$ cat config.mk
export PLATFORM = sky130hd
export DESIGN_NAME = rd_req_arbiter
export DESIGN_NICKNAME = d
export VERILOG_FILES = /design/src/rtl/xbar_pkg.sv /design/src/rtl/rr_arbiter_2.sv /design/src/rtl/rd_req_arbiter.sv
export SDC_FILE = /design/constraint.sdc
export NUM_CORES = 1
export LEC_CHECK = 0
export CAP_MARGIN = 20
export CELL_PAD_IN_SITES_DETAIL_PLACEMENT = 0
export CELL_PAD_IN_SITES_GLOBAL_PLACEMENT = 1
export CORE_MARGIN = 4
export CORE_UTILIZATION = 30
export DETAILED_ROUTE_END_ITERATION = 10
export PLACE_DENSITY = 0.87
export SLEW_MARGIN = 5
export SYNTH_ARGS = -nofsm -noshare
export SYNTH_HDL_FRONTEND = slang
export SYNTH_HIERARCHICAL = 1
export SYNTH_SLANG_ARGS = --single-unit
$ cat constraint.sdc
create_clock -name aclk -period 3.65 [get_ports aclk]
set_input_delay 0.73 -clock aclk [delete_from_list [all_inputs] [get_ports aclk]]
set_output_delay 0.73 -clock aclk [all_outputs]
set_load 0.03 [all_outputs]
$ cat src/rtl/xbar_pkg.sv
// Shared types and constants for the two-master, two-slave crossbar.
// Used by the read-request arbiter and the round-robin helper.
package xbar_pkg;

   localparam int unsigned NUM_MASTERS = 2;
   localparam logic        CMD_READ    = 1'b0;

   typedef enum logic [2:0] {
      IDLE,
      POP,
      LOAD,
      REQ,
      LOG
   } rd_arb_state_e;

endpackage

$ cat src/rtl/rr_arbiter_2.sv
// Two-way round-robin pick: the master that did not win last time is
// preferred when it is requesting, otherwise the other one is taken.
module rr_arbiter_2
   import xbar_pkg::*;
(
   input  logic [NUM_MASTERS-1:0] request,
   input  logic                   last_grant,
   output logic                   grant,
   output logic                   valid
);

   always_comb begin
      valid = |request;
      grant = last_grant;
      if (request[~last_grant]) begin
         grant = ~last_grant;
      end
   end

endmodule

$ cat src/rtl/rd_req_arbiter.sv
// Slave-side read-request arbiter: pops one master FIFO entry by round-robin,
// holds it on the slave req/addr/cmd interface until ack, then logs the winner.
module rd_req_arbiter
   import xbar_pkg::*;
#(
   parameter int unsigned AWIDTH = 32
) (
   input  logic                   aclk,
   input  logic                   aresetn,
   input  logic [NUM_MASTERS-1:0] fifo_empty,
   output logic [NUM_MASTERS-1:0] fifo_rden,
   input  logic [AWIDTH-1:0]      fifo_rdata0,
   input  logic [AWIDTH-1:0]      fifo_rdata1,
   output logic                   s_req,
   output logic [AWIDTH-1:0]      s_addr,
   output logic                   s_cmd,
   input  logic                   s_ack,
   input  logic                   rsp_id_full,
   output logic                   rsp_id_wren,
   output logic                   rsp_id
);

   rd_arb_state_e            state_q, state_d;
   logic                     grant_q, grant_d;
   logic                     last_grant_q, last_grant_d;
   logic [NUM_MASTERS-1:0]   fifo_rden_q, fifo_rden_d;
   logic                     s_req_q, s_req_d;
   logic [AWIDTH-1:0]        s_addr_q, s_addr_d;
   logic                     rsp_id_wren_q, rsp_id_wren_d;
   logic                     rsp_id_q, rsp_id_d;

   logic [NUM_MASTERS-1:0]   req_vec;
   logic                     arb_grant;
   logic                     arb_valid;

   assign req_vec = ~fifo_empty;

   rr_arbiter_2 u_rr (
      .request    (req_vec),
      .last_grant (last_grant_q),
      .grant      (arb_grant),
      .valid      (arb_valid)
   );

   always_comb begin
      state_d       = state_q;
      grant_d       = grant_q;
      last_grant_d  = last_grant_q;
      fifo_rden_d   = '0;
      s_req_d       = s_req_q;
      s_addr_d      = s_addr_q;
      rsp_id_wren_d = 1'b0;
      rsp_id_d      = rsp_id_q;

      case (state_q)
         IDLE: begin
            // rden is registered here so the pop strobe lands in the POP cycle
            if (arb_valid && !rsp_id_full) begin
               grant_d                = arb_grant;
               last_grant_d           = arb_grant;
               fifo_rden_d[arb_grant] = 1'b1;
               state_d                = POP;
            end
         end
         POP: begin
            state_d = LOAD;
         end
         LOAD: begin
            s_addr_d = grant_q ? fifo_rdata1 : fifo_rdata0;
            rsp_id_d = grant_q;
            s_req_d  = 1'b1;
            state_d  = REQ;
         end
         REQ: begin
            if (s_ack) begin
               s_req_d       = 1'b0;
               rsp_id_wren_d = 1'b1;
               state_d       = LOG;
            end
         end
         LOG: begin
            state_d = IDLE;
         end
         default: begin
            state_d = IDLE;
         end
      endcase
   end

   always_ff @(posedge aclk or negedge aresetn) begin
      if (!aresetn) begin
         state_q       <= IDLE;
         grant_q       <= 1'b0;
         last_grant_q  <= 1'b1;
         fifo_rden_q   <= '0;
         s_req_q       <= 1'b0;
         s_addr_q      <= '0;
         rsp_id_wren_q <= 1'b0;
         rsp_id_q      <= 1'b0;
      end else begin
         state_q       <= state_d;
         grant_q       <= grant_d;
         last_grant_q  <= last_grant_d;
         fifo_rden_q   <= fifo_rden_d;
         s_req_q       <= s_req_d;
         s_addr_q      <= s_addr_d;
         rsp_id_wren_q <= rsp_id_wren_d;
         rsp_id_q      <= rsp_id_d;
      end
   end

   assign fifo_rden   = fifo_rden_q;
   assign s_req       = s_req_q;
   assign s_addr      = s_addr_q;
   assign s_cmd       = CMD_READ;
   assign rsp_id_wren = rsp_id_wren_q;
   assign rsp_id      = rsp_id_q;

endmodule

======== Word level (Yosys, flattened, before mapping) ========
Index checks and enable logic that the tools add are counted.
operators by class
  bitwise gates (word level) .............. 2
  equality and inequality tests ........... 5
  mux-type cells .......................... 15
  $lt $le $gt $ge ......................... 3
  reduce and logical (&&, ||, !) cells .... 9
operators by type and width
  kind                count
  $mux 32             1
  $pmux 3 s4          1
  $mux 1              7
  $eq 3x2->1 const B  2
  $mux 3              2
  $reduce_and 2->1    3
  $lt 1x2->1 const B  2
  $mux 2              2
  $ne 2x2->1 const B  2
  $eq 3x1->1 const B  1
  $logic_not 3->1     1
  $logic_and 1x1->1   2
  $not 2->2           1
  $pmux 1 s2          1
  $reduce_bool 2->1   1
  $reduce_or 2->1     1
  $demux 1 s1         1
  $ge 1x1->1 const B  1
  $logic_not 1->1     1
  $not 1->1           1
storage, ports and cells
  input bits .............................. 70
  word-level logic and storage cells ...... 42
  flip-flop bits (word level) ............. 42

======== Logic depth before layout (Yosys ltp) ========
Gate-level depths: netlist (run 1).
  depth after elaboration ................. 10
  depth in mapped cells ................... 5
  gate-level depth less buffers ........... 5

======== Hierarchy ========
The synthesis (run 1) kept the hierarchy.
by module, submodules not included
  module          cells an instance  instances  sequential area each (sq um)  area an instance (sq um)
  rd_req_arbiter  172                1          1,052.3                       1,874.3
  rr_arbiter_2    3                  1          0.0                           15.0

======== Worst setup path after synthesis (run 1) ========
OpenSTA, ideal clock, no wires.
  path kind ............................... input to register
  start point ............................. in fifo_empty[1]
  end point ............................... reg grant_q
  data required time ...................... 3.525 ns
  buffers on the path ..................... 0
  data arrival time ....................... 1.531 ns
  cell stages on the path ................. 5
  slack ................................... 1.994 ns
  library setup time ...................... 0.125 ns
  cell sequence ........................... inv_1 -> or2_1 -> nand2b_1 -> nor4_2 -> mux2_2
between the ends
  word-level cells in the longest chain between the ends .. 4
  elaborated cells on any way between the ends .. 7
  classes of those cells .................. 3 x mux; 1 x bitwise; 3 x reduce/logical
RTL lines
  what                        RTL line               source
  start, declared             rd_req_arbiter.sv:10   input logic [NUM_MASTERS-1:0] fifo_empty,
  $not 2->2                   rd_req_arbiter.sv:36   assign req_vec = ~fifo_empty;
  $reduce_or 2->1             rr_arbiter_2.sv:13     valid = |request;
  via arb_valid               rd_req_arbiter.sv:34   logic arb_valid;
  $logic_and 1x1->1           rd_req_arbiter.sv:58   if (arb_valid && !rsp_id_full) begin
  $reduce_and 2->1 (no line)  n/a
  end signal, assigned        rd_req_arbiter.sv:102  grant_q <= grant_d;
  end, declared               rd_req_arbiter.sv:24   logic grant_q, grant_d;
The timed path passes the listed nets, and every way through them passes these cells. The select of a mux whose other input is x is not followed.
A chain may end at the register's enable or synchronous reset.

======== Worst setup path in the final report (run 1) ========
  start point ............................. reg s_addr_q[3], in the netlist s_addr[3]
  end point ............................... out s_addr[3]
RTL lines
  what                    RTL line               source
  start, declared         rd_req_arbiter.sv:28   logic [AWIDTH-1:0] s_addr_q, s_addr_d;
  start signal, assigned  rd_req_arbiter.sv:106  s_addr_q <= s_addr_d;
  end, declared           rd_req_arbiter.sv:15   output logic [AWIDTH-1:0] s_addr,
No word-level cell between the ends.

==> impl_metrics.csv, run 1 <==
group,metric,value,unit
floorplan,fp.dieH,87.36,um
yosys,synth_commonest_cells,"41 x dfrtp_1, 34 x a21oi_1, 34 x nor2_1",
critical_path,worst_setup_path_end_kind,"output pin",
yosys,synthFlopType,"dfrtp_1",
critical_path,path_max_fanout,2,
clock_tree,cts_resized,0,
clock_tree,cts_setup_buffers,0,
clock_tree,cts.sinks,42,
clock_tree,clk_transition_reported_paths,70,ps
pwr,power.total,2633,uW
min_path,min_from,"s_req",
yosys,synth.largest_area_cell,"dfrtp_1",
drt,wire_per_inst,13.15,um
yosys,ys.warnings.count,6,
global_routing,grt_max_degree,43,
timing,final_max_slew_viol_count,0,
floorplan,dieArea,0.007632,mm^2
timing,fin_setup_tns,0,ps
critical_path,start_kind,"flop",
clock_tree,clk_latency,290,ps
yosys,synth_top_area_share,54.30,%
job,drv_cap,0,
critical_path,cp.arrival,1330,ps
timing,fin_crit,2059,ps
placed_design,dp_hpwl,3.519,mm
yosys,synth_edf_count,0,
floorplan,rows,28,
clock_tree,cts_tree,"built",
min_path,whs_path_depth,1,
placed_design,gp_congestion,0.7023,
cells_and_area,n_antenna_cell,0,
cells_and_area,regArea,0.001054,mm^2
yosys,synth_most_common_cell,"dfrtp_1",
timing,timing.final.setup_violations,0,
pwr,peakVddDrop,412.5,uV
floorplan,core,0.006026,mm^2
timing,finalHoldViolations,0,
cells_and_area,nets,348,
cells_and_area,multi_input_area,764.5,um^2
yosys,synth_area_leaders,"dfrtp_1 54%, mux2i_1 17%, a21oi_1 9.0%, nor2_1 6.8%, buf_2 2.4%",
pwr,leakage,0.001308,uW
floorplan,die_x,87.36,um
clock_tree,numCtsBuffers,5,
timing,slew-limit-headroom,34.97,%
timing,rsz0062_at_grt,"no",
yosys,ys_seq_elements,42,
timing,tightest_slew,975.4,ps
critical_path,rr_startpoint,"grant_q",
floorplan,start_util,31.35,%
critical_path,reg2reg_depth,2,
global_routing,gr-usage-all-layers,11.78,%
yosys,synth_nets,245,
yosys,avgSynthCellArea,10.80,um^2
drt,first_pass_iters,4,
clock_tree,hold_buffers,0,
yosys,netlist_instances,175,
drt,drt-total-wl,4.654,mm
global_routing,grt_pass1_wl,7.079,mm
timing,fmax,0.4856,GHz
cells_and_area,num-fill-cells,589,
floorplan,ios,108,
critical_path,worstPathRequired,2920,ps
placed_design,numPortBuffers,106,
timing,fin_skew,4.694,ps
pwr,power_density,853.4,mW/mm^2
min_path,holdPathEnd,"s_req",
drt,viasPerCell,4.463,
outcome,outcome,"finished, final reports clean",
yosys,synthArstFlopShare,100.0,%
drt,drcViolationCount,0,
critical_path,worstSetupPathType,"flop to output pin",
min_path,hold_path.class,"flop to flop",
critical_path,crit_chain,"clkdlybuf4s50_1",
clock_tree,clock_path_buffers,2,
global_routing,grt_pass1_vias,1564,
critical_path,cp_top_family,"buffers and inverters",
global_routing,overflow,0,
critical_path,cp_slowest_cell,"clkdlybuf4s50_1",
critical_path,max_stage_delay,680,ps
global_routing,grt.met3_usage,5.676,%
yosys,synth_area,0.001889,mm^2
yosys,synth_cell_types,23,
global_routing,met1_usage,13.64,%
drt,drtIter0Drc,25,
global_routing,grt_antenna_before_repair,0,
critical_path,rrSetupSlack,2090,ps
drt,vias,1580,
drt,ant_nets,0,
critical_path,r2r-end,"s_addr[18]",
clock_tree,h-tree-depth,2,
global_routing,top_usage_layer,"met2",
critical_path,path_buf_inv,1,
cells_and_area,drive_gt1_share,6.452,%
global_routing,met2_usage,19.52,%
cells_and_area,area_growth,63.31,%
clock_tree,cts_root_buffer,"clkbuf_8",
yosys,ys_seq_area_share,55.70,%
timing,post-route-period-util,56.42,%
==> registers in the layout, indices dropped and copies added (netlist names) <==
register and count:
last_grant_q 1, state_q 3, s_addr 32, rsp_id_wren 1, fifo_rden 2, grant_q 1
s_req 1, rsp_id 1
==> layout by cell type (no fill, tap or decap), types with 2 or more instances in the layout <==
cell type / Yosys / routed
inv_1: 3 / 3
mux2_2: 3 / 3
nor3_1: 2 / 2
dfrtp_1: 41 / 40
clkdlybuf4s50_1: 0 / 105
nor2_1: 34 / 34
buf_4: 3 / 2
clkbuf_8: 0 / 6
a21oi_1: 34 / 34
mux2i_1: 32 / 32
==> stage by stage <==
step	hold slack (ps)	std cells	utilization, %	setup WS (ps)	cell area [um^2]
floorplan	434.4	175	-	1994	1889
global placement	463.1	346	49.69	1525	2994
detailed placement	473.0	346	49.69	1495	2994
CTS	503.8	354	51.20	1570	3085
global route	511.6	354	51.20	1530	3085
finish	497.9	354	51.20	1591	3085
==> final cells by class <==
type	count	area share [%]
Timing Repair Buffer	108	34.71
Sequential cell	42	34.14
Multi-Input combinational cell	118	24.78
Tap cell	75	3.041
Clock buffer	7	2.798
Inverter	3	0.3650
Clock inverter	1	0.1622
==> worst max path at each step <==
stage,slack (ps),end,start,cells after the start
final,1590,s_addr[3],s_addr[3],1
after global routing,1530,s_addr[24],s_addr[24],1
after CTS,1570,s_addr[30],s_addr[30],1
after detailed placement,1490,grant_q,fifo_empty[0],6
after global placement,1530,grant_q,fifo_empty[1],6
after floorplan,1990,grant_q,fifo_empty[1],5
==> cell families (layout without fill, tap and decap cells) <==
family / count (synthesis) / after routing / share of synthesized area (%)
AOI/OAI and AO/OA: 38 / 38 / 10.66
buffers and inverters: 15 / 119 / 4.172
DFF: 42 / 42 / 55.70
muxes: 35 / 35 / 18.74
other: 1 / 1 / 0.1985
and+or+nand+nor: 44 / 44 / 10.53
==> where the power goes <==
part | switching [uW] | total (uW) | internal, uW
logic | 757 | 1420 | 664
clock network | 151 | 304 | 153
registers | 219 | 908 | 689
==> per-layer routing <==
| metal | wire length [um] | vias up |
|---|---|---|
| li1 | - | 798 |
| met1 | 1851 | 701 |
| met2 | 2107 | 74 |
| met3 | 650 | 7 |
| met4 | 44 | 0 |
| met5 | 0 | - |
Power figures use the tool's default switching activity.
==> inputs of run 2 (changes only) <==
- CORE_UTILIZATION: 30 -> 25
- PLACE_DENSITY: 0.87 -> 0.77
- clock period: 3.65 -> 1.65 ns (I/O delays scaled with it)
==> run 2 against run 1 <==
Register-to-register slack got worse by 1800 ps; combinational power increased by 130%; power up 120%; hold slack got worse by 480 ps; sequential power grew 98%; critical endpoint is now fifo_rden[0]; largest cell class unchanged; highest routed layer unchanged.
==> impl_metrics.csv, run 2 (same netlist as run 1, synthesis figures left out) <==
group,metric,value,unit
pwr,pwr-share-comb,56.7,%
clock_tree,clock_path_buffers,2,
cells_and_area,mostFrequentLayoutCells,"69 x clkdlybuf4s50_1, 40 x dfrtp_1, 34 x nor2_1, 34 x a21oi_1, 32 x mux2i_1",
floorplan,start_util,25.91,%
critical_path,worst_setup_path_end_kind,"output pin",
critical_path,worstSetupPathType,"flop to output pin",
cells_and_area,area_growth,67.42,%
drt,ant_nets,0,
floorplan,fp.dieH,94.93,um
pwr,power.total,5694,uW
cells_and_area,design_area,0.003163,mm^2
critical_path,path_buf_inv,1,
placed_design,dp_hpwl,3.706,mm
job,drv_cap,0,
critical_path,cp.depth,1,
drt,drtIter0Drc,8,
pwr,netSwitchingFraction,44.13,%
critical_path,path_max_fanout,1,
min_path,hold_path.class,"input pin to async pin",
drt,first_pass_iters,4,
critical_path,worstPathRequired,1320,ps
placed_design,numPortBuffers,106,
global_routing,gr-usage-all-layers,10.19,%
placed_design,post_dp_cell_area,0.003087,mm^2
cells_and_area,multi_input_area,764.5,um^2
critical_path,cp.arrival,1280,ps
placed_design,place_inst,375,
clock_tree,cts_root_buffer,"clkbuf_8",
timing,rsz0062_at_grt,"no",
floorplan,core,0.007292,mm^2
drt,drt-total-wl,4.797,mm
drt,vias,1617,
global_routing,grt_antenna_before_repair,0,
cells_and_area,regArea,0.001054,mm^2
drt,viasPerCell,4.222,
global_routing,grt_max_degree,39,
pwr,clock_power_share,11.8,%
critical_path,reg2reg_depth,2,
critical_path,cp_slowest_cell,"clkdlybuf4s50_1",
timing,timing.final.setup_violations,0,
floorplan,rows,31,
critical_path,max_stage_delay,670,ps
cells_and_area,n_antenna_cell,0,
timing,post-route-period-util,97.54,%
timing,fin_crit,1609,ps
timing,finalHoldViolations,0,
cells_and_area,num-fill-cells,737,
pwr,power_switching,2513,uW
cells_and_area,final_util,43.38,%
critical_path,rrSetupSlack,250,ps
floorplan,ios,108,
clock_tree,clk_transition_reported_paths,80,ps
cells_and_area,drive_gt1_share,8.099,%
drt,drcViolationCount,0,
pwr,peakVddDrop,703.2,uV
critical_path,crit_chain,"clkdlybuf4s50_1",
placed_design,gp_congestion,0.6849,
outcome,outcome,"finished, final reports clean",
critical_path,cp_top_family,"buffers and inverters",
clock_tree,cts_tree,"built",
timing,tightest_slew,528.6,ps
global_routing,grt_pass1_vias,1589,
critical_path,r2r-end,"grant_q",
clock_tree,h-tree-depth,2,
pwr,leakage,0.001422,uW
timing,final_max_slew_viol_count,0,
critical_path,rr_startpoint,"state_q[0]",
clock_tree,cts_setup_buffers,0,
cells_and_area,nets,353,
clock_tree,cts.sinks,42,
timing,fin_skew,9.772,ps
cells_and_area,mostFrequentLayoutCell,"clkdlybuf4s50_1",
clock_tree,clk_latency,290,ps
global_routing,overflow,0,
critical_path,start_kind,"flop",
critical_path,cp-startpoint,"fifo_rden[0]",
global_routing,grt_pass1_wl,7.300,mm
drt,wire_per_inst,12.52,um
timing,fmax,0.6213,GHz
pwr,power_density,1800,mW/mm^2
clock_tree,numCtsBuffers,5,
pwr,p_int,3181,uW
pwr,p_seq_share,31.6,%
cells_and_area,largest_reg_flops,32,
timing,slew-limit-headroom,64.76,%
cells_and_area,fin_cells,383,
floorplan,die_x,94.93,um
floorplan,dieArea,0.009012,mm^2
run 2: changes by cell type in the layout (fill, tap and decap cells not counted), sizes merged:
cell           change
buf                +5
clkdlybuf4s50     -36
dlygate4sd2       +28
dlymetal6s2s       +8
run 2: worst max-delay path by stage:
stage,endpoint
finish,fifo_rden[0]
global route,fifo_rden[0]
CTS,s_addr[19]
detailed placement,grant_q
global placement,grant_q
floorplan,grant_q
run 2: repair_timing:
action	CTS	global route
hold buffers	0	0
gates resized for setup	28	8
endpoints found under the setup margin	28	8
run 2: area by class of cell:
| type | count | share of cell area, % |
|---|---|---|
| Timing Repair Buffer | 113 | 35.36 |
| Tap cell | 99 | 3.916 |
| Inverter | 3 | 0.3560 |
| Clock inverter | 1 | 0.1582 |
| Multi-Input combinational cell | 118 | 24.17 |
| Clock buffer | 7 | 2.729 |
| Sequential cell | 42 | 33.31 |
run 2: stage by stage:
step / hold WS, ps / TNS (ps) / setup WS [ps]
3_3_place_gp: 343.5 / -110.2 / -77.62
2_1_floorplan: 34.41 / 0 / 369.0
4_1_cts: 23.64 / 0 / 1.254
6_report: 14.84 / 0 / 40.59
3_5_place_dp: 343.3 / -188.0 / -111.0
5_1_grt: 48.25 / 0 / 0.3227
run 2: power groups by stage:
stage | registers [uW] | clock network [uW] | logic [uW]
detailed placement | 1840 | 0 | 3540
global placement | 1820 | 0 | 3490
finish | 1800 | 669 | 3230
floorplan | 2620 | 0 | 1340
CTS | 1810 | 714 | 3310
global route | 1870 | 747 | 3490
run 2: metal layers:
| layer | GRT usage [%] | share of wire (%) |
|---|---|---|
| met1 | 11.54 | 39 |
| met2 | 17.73 | 49 |
| met3 | 4.223 | 11 |
| met4 | 2.524 | 0.52 |
| met5 | 0 | 0 |
